--- src/rtl/ps2_key_decoder.sv ---
// ps2_key_decoder: receives PS/2 keyboard frames and decodes set-2 scancodes
// into key events, handling the E0 (extended), F0 (break) and E1 (Pause)
// prefixes.
//
// Ports
//   clk        system clock, the only clock in the block
//   reset_n    asynchronous active-low reset
//   ps2_clk    keyboard clock line (asynchronous to clk)
//   ps2_data   keyboard data line (asynchronous to clk)
//   ps2_key    [7:0] scancode, [8] extended, [9] 1=make/0=break, [10] event toggle
//   key_strobe one-cycle pulse when ps2_key updates
//   frame_err  one-cycle pulse on parity/stop error or timeout abort
//
// Receiver states
//   state    | meaning
//   S_IDLE   | waiting for a start bit (sampled 0); sampled 1s are ignored
//   S_DATA   | shifting in 8 data bits, LSB first
//   S_PARITY | capturing the odd-parity bit
//   S_STOP   | checking the stop bit, then decoding the byte
module ps2_key_decoder #(
  parameter int FILTER_LEN     = 8,
  parameter int TIMEOUT_CYCLES = 50000
) (
  input  logic        clk,
  input  logic        reset_n,
  input  logic        ps2_clk,
  input  logic        ps2_data,
  output logic [10:0] ps2_key,
  output logic        key_strobe,
  output logic        frame_err
);

  localparam int FW = $clog2(FILTER_LEN + 1);
  localparam int TW = $clog2(TIMEOUT_CYCLES + 1);
  localparam logic [FW-1:0] FILT_LAST = FW'(FILTER_LEN - 1);
  localparam logic [TW-1:0] TO_LAST   = TW'(TIMEOUT_CYCLES - 1);

  typedef enum logic [1:0] {S_IDLE, S_DATA, S_PARITY, S_STOP} state_t;

  logic          clk_s1_q, clk_s1_d, clk_s2_q, clk_s2_d;
  logic          dat_s1_q, dat_s1_d, dat_s2_q, dat_s2_d;
  logic          filt_q, filt_d;
  logic [FW-1:0] filt_cnt_q, filt_cnt_d;
  logic          fall_q, fall_d;
  state_t        state_q, state_d;
  logic [2:0]    bit_cnt_q, bit_cnt_d;
  logic [7:0]    shift_q, shift_d;
  logic          par_q, par_d;
  logic          ext_q, ext_d;
  logic          brk_q, brk_d;
  logic [2:0]    skip_q, skip_d;
  logic [TW-1:0] to_cnt_q, to_cnt_d;
  logic [10:0]   key_q, key_d;
  logic          strobe_q, strobe_d;
  logic          err_q, err_d;

  always_comb begin
    clk_s1_d   = ps2_clk;
    clk_s2_d   = clk_s1_q;
    dat_s1_d   = ps2_data;
    dat_s2_d   = dat_s1_q;
    filt_d     = filt_q;
    filt_cnt_d = filt_cnt_q;
    fall_d     = 1'b0;
    state_d    = state_q;
    bit_cnt_d  = bit_cnt_q;
    shift_d    = shift_q;
    par_d      = par_q;
    ext_d      = ext_q;
    brk_d      = brk_q;
    skip_d     = skip_q;
    to_cnt_d   = to_cnt_q;
    key_d      = key_q;
    strobe_d   = 1'b0;
    err_d      = 1'b0;

    // Glitch filter: the counter tracks consecutive samples that differ from
    // the filtered level and never exceeds FILT_LAST, so it cannot wrap.
    if (clk_s2_q == filt_q) begin
      filt_cnt_d = '0;
    end else if (filt_cnt_q >= FILT_LAST) begin
      filt_d     = clk_s2_q;
      filt_cnt_d = '0;
      fall_d     = ~clk_s2_q;
    end else begin
      filt_cnt_d = filt_cnt_q + 1'b1;
    end

    if (state_q == S_IDLE) to_cnt_d = '0;

    if (fall_q) begin
      to_cnt_d = '0;
      case (state_q)
        S_IDLE: begin
          if (!dat_s2_q) begin
            state_d   = S_DATA;
            bit_cnt_d = '0;
          end
        end
        S_DATA: begin
          shift_d   = {dat_s2_q, shift_q[7:1]};
          bit_cnt_d = bit_cnt_q + 3'd1;
          if (bit_cnt_q == 3'd7) state_d = S_PARITY;
        end
        S_PARITY: begin
          par_d   = dat_s2_q;
          state_d = S_STOP;
        end
        S_STOP: begin
          state_d = S_IDLE;
          if (!dat_s2_q || !(^{shift_q, par_q})) begin
            err_d = 1'b1;
            ext_d = 1'b0;
            brk_d = 1'b0;
          end else if (skip_q != 3'd0) begin
            skip_d = skip_q - 3'd1;
          end else if (shift_q == 8'hE0) begin
            ext_d = 1'b1;
          end else if (shift_q == 8'hF0) begin
            brk_d = 1'b1;
          end else if (shift_q == 8'hE1) begin
            skip_d = 3'd7;
          end else begin
            key_d    = {~key_q[10], ~brk_q, ext_q, shift_q};
            strobe_d = 1'b1;
            ext_d    = 1'b0;
            brk_d    = 1'b0;
          end
        end
        default: state_d = S_IDLE;
      endcase
    end else if (state_q != S_IDLE) begin
      // Abort a stalled frame; prefix flags survive so a resent byte still
      // pairs with its prefix.
      if (to_cnt_q >= TO_LAST) begin
        err_d     = 1'b1;
        state_d   = S_IDLE;
        bit_cnt_d = '0;
        to_cnt_d  = '0;
      end else begin
        to_cnt_d = to_cnt_q + 1'b1;
      end
    end
  end

  always_ff @(posedge clk or negedge reset_n) begin
    if (!reset_n) begin
      clk_s1_q   <= 1'b1;
      clk_s2_q   <= 1'b1;
      dat_s1_q   <= 1'b1;
      dat_s2_q   <= 1'b1;
      filt_q     <= 1'b1;
      filt_cnt_q <= '0;
      fall_q     <= 1'b0;
      state_q    <= S_IDLE;
      bit_cnt_q  <= '0;
      shift_q    <= '0;
      par_q      <= 1'b0;
      ext_q      <= 1'b0;
      brk_q      <= 1'b0;
      skip_q     <= '0;
      to_cnt_q   <= '0;
      key_q      <= '0;
      strobe_q   <= 1'b0;
      err_q      <= 1'b0;
    end else begin
      clk_s1_q   <= clk_s1_d;
      clk_s2_q   <= clk_s2_d;
      dat_s1_q   <= dat_s1_d;
      dat_s2_q   <= dat_s2_d;
      filt_q     <= filt_d;
      filt_cnt_q <= filt_cnt_d;
      fall_q     <= fall_d;
      state_q    <= state_d;
      bit_cnt_q  <= bit_cnt_d;
      shift_q    <= shift_d;
      par_q      <= par_d;
      ext_q      <= ext_d;
      brk_q      <= brk_d;
      skip_q     <= skip_d;
      to_cnt_q   <= to_cnt_d;
      key_q      <= key_d;
      strobe_q   <= strobe_d;
      err_q      <= err_d;
    end
  end

  assign ps2_key    = key_q;
  assign key_strobe = strobe_q;
  assign frame_err  = err_q;

endmodule
--- config.mk ---
export PLATFORM = sky130hd
export DESIGN_NAME = ps2_key_decoder
export DESIGN_NICKNAME = d
export VERILOG_FILES = /design/src/rtl/ps2_key_decoder.sv
export SDC_FILE = /design/constraint.sdc
export NUM_CORES = 1
export LEC_CHECK = 0
export BUFFER_PORTS_ARGS = -buffer_cell sky130_fd_sc_hd__buf_2
export CORE_MARGIN = 3
export CORE_UTILIZATION = 45
export CTS_CLUSTER_SIZE = 28
export DETAILED_ROUTE_END_ITERATION = 6
export PLACE_DENSITY = 0.65
export SETUP_SLACK_MARGIN = 0.5
export SYNTH_ARGS = -nofsm -noshare
export SYNTH_HDL_FRONTEND = slang
export SYNTH_SLANG_ARGS = --single-unit
--- constraint.sdc ---
create_clock -name clk -period 4.55 [get_ports clk]
set_input_delay 1.1375 -clock clk [delete_from_list [all_inputs] [get_ports clk]]
set_output_delay 1.1375 -clock clk [all_outputs]
set_load 0.005 [all_outputs]
* Yosys cells after proc, flatten, opt, wreduce, memory -nomap -nowiden
Index checks and enable logic that the tools add are counted.
** Storage, ports and cells
- Flip-flop bits (word level) :: 58
- Bits of input ports :: 4
- Output and inout bits :: 13
- Logic and storage cells :: 115
** Cells by class
- Add/subtract/negate cells :: 4
- Order comparisons :: 2
- Eq/ne operators :: 18
- Mux-type cells :: 44
- Bitwise gates (word level) :: 9
- Reductions and logical operators :: 20
** Operators by type and width (number)
- 16-bit 2-to-1 mux :: 4
- 8-bit == test (second input constant) :: 3
- 3-bit 2-to-1 mux :: 8
- 1-bit 2-to-1 mux :: 23
- 16-bit by 1-bit adder with 16-bit output (second input constant) :: 1
- 16-bit >= comparator (second input constant) :: 1
- 3-bit inequality test (second input constant) :: 5
- 2-bit 2-to-1 mux :: 5
- 5-bit AND reduction :: 2
- 1-bit NOT :: 9
- 9-bit parity :: 1
- 4-bit 2-to-1 mux :: 2
- 2-bit inequality test (second input constant) :: 4
- 2-bit one-hot mux with 4 select lines :: 1
- 4-bit AND reduction :: 2
- 2-bit nonzero test :: 4
- 7-bit AND reduction :: 1
- 3-bit one-hot mux with 2 select lines :: 1
- 2-bit AND reduction :: 3
- 6-bit AND reduction :: 1
- 3-bit nonzero test :: 2
- 4-bit by 1-bit adder with 4-bit output (second input constant) :: 1
- 2-bit == test (second input constant) :: 2
- 4-bit by 3-bit >= comparator with 1-bit output (second input constant) :: 1
- 9 further kinds :: 10

* Depth between registers and ports, before layout
- Depth after elaboration :: 8
- Mapped depth :: 8
- Gate-level depth less buffers :: 7

* Worst setup path after synthesis
No wires, ideal clock.
- Kind :: reg-to-reg
- From :: reg to_cnt_q[0]
- To :: reg to_cnt_q[10]
- Library setup time :: 0.072 ns
- Arrival :: 1.971 ns
- Data required time :: 4.478 ns
- Path slack :: 2.506 ns
- Cell stages (with the launch flop) :: 8
- Path buffers :: 1
- Clock period less this slack :: 2.044 ns
- Cell sequence :: dfrtp_1 ha_1 a311o_1 a21oi_1 o21ai_0 a311o_1 clkbuf_1 nor2_1
** Between the ends
- Cells in the longest elaborated chain, start to end :: 4
- Elaborated cells between the ends (all ways) :: 5
- Those cells by class :: add/sub: 1; order compare: 1; mux: 3
** RTL lines
- start: declaration :: RTL line 52 : logic [TW-1:0] to_cnt_q, to_cnt_d;
- start signal: assignment :: RTL line 181 : to_cnt_q <= to_cnt_d;
- 16-bit by 1-bit adder with 16-bit output / 16-bit >= comparator (equally long branches) :: RTL line 141, 135
- 16-bit 2-to-1 mux * :: RTL line 135 : if (to_cnt_q >= TO_LAST) begin
- 16-bit 2-to-1 mux * :: RTL line 132 : end else if (state_q != S_IDLE) begin
- 16-bit 2-to-1 mux * :: RTL line 91 : if (fall_q) begin
Every way passes the cells marked *; elsewhere a longest branch is shown, timed or not.
A chain may end at the register's enable or synchronous reset.

* Worst setup path in the final report
- From :: reg to_cnt_q[0]
- To :: reg bit_cnt_q[0]
** Between the ends
- Cells in the longest elaborated chain, start to end :: 3
** RTL lines
- 16-bit >= comparator :: RTL line 135
- 2-bit nonzero test (no source line)
- 4-bit AND reduction (no source line)
- end signal: assignment :: RTL line 175 : bit_cnt_q <= bit_cnt_d;
- end: declaration :: RTL line 46 : logic [2:0] bit_cnt_q, bit_cnt_d;
Every way passes these cells.

==> reports/summary.txt <==
CTS Buffer Depth - 2
DRC errors left - 0
Setup TNS - 0 ns
Crit path arrival time - 2.52 ns
CTS tree - done
P&R area growth vs syn - 12.45%
Logic pwr share - 3.6%
yosys warns - 0
CTS H-tree depth - 3
GR Util All Layers - 14.85%
post-layout util - 53.19%
Antenna diodes - 0
CP max FO - 6
CTS sink count - 58
Die H - 82.78 µm
Switching Power - 0.0002325 W
final instance area - 2983 µm²
share of layout cells above drive strength 1 - 22.48%
die area - 6852 µm²
Setup crit start - to_cnt_q[0]$_DFFE_PN0P_
Post-DP Area - 2811 µm²
Post-CTS Resized - 0
peak per-stage delay on the critical path - 0.80 ns
post-synthesis cell area - 2653 µm²
# fillers - 531
Hold WC Path Type - reg -> reg
post-CTS setup buffers - 0
RSZ-0062 raised after global routing - no
Fin. Hold Viols - 0
placed insts - 314
Pint - 0.0007583 W
Port Buffers - 16
Top-Level Pins - 17
largest net degree at the start of global routing - 31
fin nets - 267
P_leak - 1.408 nW
Reg2Reg Launch Point - to_cnt_q[0]$_DFFE_PN0P_
Synth cell types - 38
Data required, critical path - 4.72 ns
pin slew with the least headroom to its limit - 0.9433 ns
Clock Power Share - 41.3%
CP endpoint - bit_cnt_q[0]$_DFFE_PN0P_
fmax - 0.4246 GHz
insertion delay to the later sink of the worst-skew pair - 0.33 ns
Max-slew headroom - 36.22%
Non-Filler Instances - 330
max cap viols - 0
Syn Inst Count - 228
crit start category - register
critical path type - reg -> reg
global-route wire length before repair - 7590 µm
number of global-route vias before repair - 1663
CP Capture Type - register
worst flop-to-flop path endpoint - bit_cnt_q[0]$_DFFE_PN0P_
Post-synth top flop - dfrtp_1
DR pass1 iterations - 4
Post-synth EDFFs - 0
run status - complete, no violations
reg2reg setup slack - 2.19 ns
GR Overflow Total - 0
routed vias - 1732
fin crit period - 2.355 ns
Starting Density - 47.30%
VDD IR max - 159.2 µV
core area - 5608 µm²
Inserted Clock Buffers - 9
switching part of the total power - 23.46%
routed len/inst - 13.25 µm
Mean Syn Cell Area - 11.63 µm²
DRT antenna net count - 0
register share of total power - 55.1%
initial antenna violation count - 0
final hold slack - 0.3572 ns
detailed placement HPWL - 2931 µm
syn_nets - 242
crit-path cells - ha_1, a311o_1, a21oi_1, o21ai_0, nor4b_1, o21ai_0
post-synthesis register bit count - 58
fraction of the yosys area taken by sequential cells - 54.95%
Via density - 5.248
row cnt - 27
Async SR Flop Fraction - 100.0%
Die Width - 82.78 µm
GP Congestion - 0.7590
clock skew - 0.009283 ns
CTS Hold Buffers Added - 0
# setup viols final - 0
drt total wl - 4371 µm
Most Frequent Cell on Critical Path - o21ai_0
P per Cell Area - 332.2 nW/µm²
Max stage delay cell, worst path - nor4b_1
CTS clock-pin slew for the worst setup and hold paths - 0.06 ns
root buf cell - clkbuf_8
Final Cycle Share - 51.76%
Reg2Reg Depth - 6
initial detailed-routing violation count - 64
Slew Limit Fails - 0
## Yosys cell counts (2+ instances only)
cell	n	area, µm²
mux2_4	7	105.1
ha_1	10	125.1
a311o_1	2	20.02
o22ai_1	3	18.77
xnor2_1	12	105.1
mux2_2	11	123.9
and4_1	2	17.52
nor4_1	2	12.51
nor2_1	27	101.4
dfstp_2	5	131.4
inv_1	9	33.78
nor4b_1	2	17.52
and3_1	3	18.77
a21oi_1	5	25.02
mux2i_1	3	30.03
dfrtp_1	53	1326
nand2_1	22	82.58
nand4_1	6	37.54
nand3_1	9	45.04
xor2_1	8	70.07
o21ai_0	9	45.04
clkbuf_1	2	7.510
## logic make-up after synthesis
family                   after synthesis  share of synthesized area, %
AND/OR/NAND/NOR                       78                         13.87
flip-flops                            58                         54.95
AO/OA/AOI/OAI                         27                         6.651
XOR/XNOR                              22                         8.066
multiplexers                          21                         9.764
buffers and inverters                 12                         1.981
adder cells (fa/ha/maj)               10                         4.717
## layer usage
| metal | GRT usage, % | share of wire [%] |
|---|---|---|
| met3 | 4.536 | 4.1 |
| met2 | 22.44 | 44 |
| met5 | 0 | 0 |
| met1 | 19.57 | 50 |
| met4 | 6.863 | 1.5 |
## final cells by class
cell class / count / area (µm²) / area share, %
Clock inverter: 5 / 30.03 / 1.007
Multi-Input combinational cell: 158 / 1142 / 38.30
Tap cell: 72 / 90.09 / 3.020
Inverter: 9 / 33.78 / 1.133
Sequential cell: 58 / 1458 / 48.87
Timing Repair Buffer: 17 / 87.58 / 2.936
Clock buffer: 11 / 141.4 / 4.740
## metrics by stage
stage / power, W / setup slack, ns
floorplan: 0.0005742 / 2.506
global placement: 0.0005915 / 2.302
detailed placement: 0.0005931 / 2.216
CTS: 0.001007 / 2.202
global route: 0.001041 / 1.905
finish: 0.0009908 / 2.195
## worst min-delay path by stage
stage | start | to | slack, ns | cells past startpoint
6_report | clk_s1_q$_DFF_PN1_ | clk_s2_q$_DFF_PN1_ | 0.36 | 0
5_1_grt | clk_s1_q$_DFF_PN1_ | clk_s2_q$_DFF_PN1_ | 0.36 | 0
4_1_cts | dat_s1_q$_DFF_PN1_ | dat_s2_q$_DFF_PN1_ | 0.36 | 0
3_5_place_dp | dat_s1_q$_DFF_PN1_ | dat_s2_q$_DFF_PN1_ | 0.35 | 0
3_3_place_gp | clk_s1_q$_DFF_PN1_ | clk_s2_q$_DFF_PN1_ | 0.35 | 0
2_1_floorplan | clk_s1_q$_DFF_PN1_ | clk_s2_q$_DFF_PN1_ | 0.35 | 0
## flip-flops by register name (all words and copies together), names as in the netlist
name / cells
to_cnt_q: 16
dat_s1_q: 1
key_strobe: 1
state_q: 2
fall_q: 1
shift_q: 8
ps2_key: 11
brk_q: 1
filt_q: 1
filt_cnt_q: 4
skip_q: 3
clk_s1_q: 1
clk_s2_q: 1
bit_cnt_q: 3
ext_q: 1
par_q: 1
frame_err: 1
dat_s2_q: 1
## worst max-delay path, delay by kind of cell (launching register included)
| kind | cells | cell delay (ns) |
|---|---|---|
| AO/OA/AOI/OAI | 4 | 0.68 |
| adder cells (fa/ha/maj) | 1 | 0.30 |
| flip-flops | 1 | 0.41 |
| AND/OR/NAND/NOR | 1 | 0.80 |
## cells in the final DEF, fill, tap and decap left out, types with 6 or more instances in the layout
master	n
xor2_1	8
nand3_1	9
xnor2_1	12
buf_2	16
nand2_1	22
mux2_4	7
nor2_1	27
ha_1	10
mux2_2	11
dfrtp_1	53
o21ai_0	9
clkbuf_8	10
inv_1	9
nand4_1	6
## power by group through the flow
stage,Combinational (W),Sequential [W],Clock [W]
after floorplan,0.0000213,0.000553,0
after global placement,0.0000367,0.000555,0
after detailed placement,0.0000379,0.000555,0
after CTS,0.0000379,0.000546,0.000423
after global routing,0.0000433,0.000548,0.000450
final,0.0000360,0.000546,0.000409
Note: power is estimated with default switching activity, not from simulation.
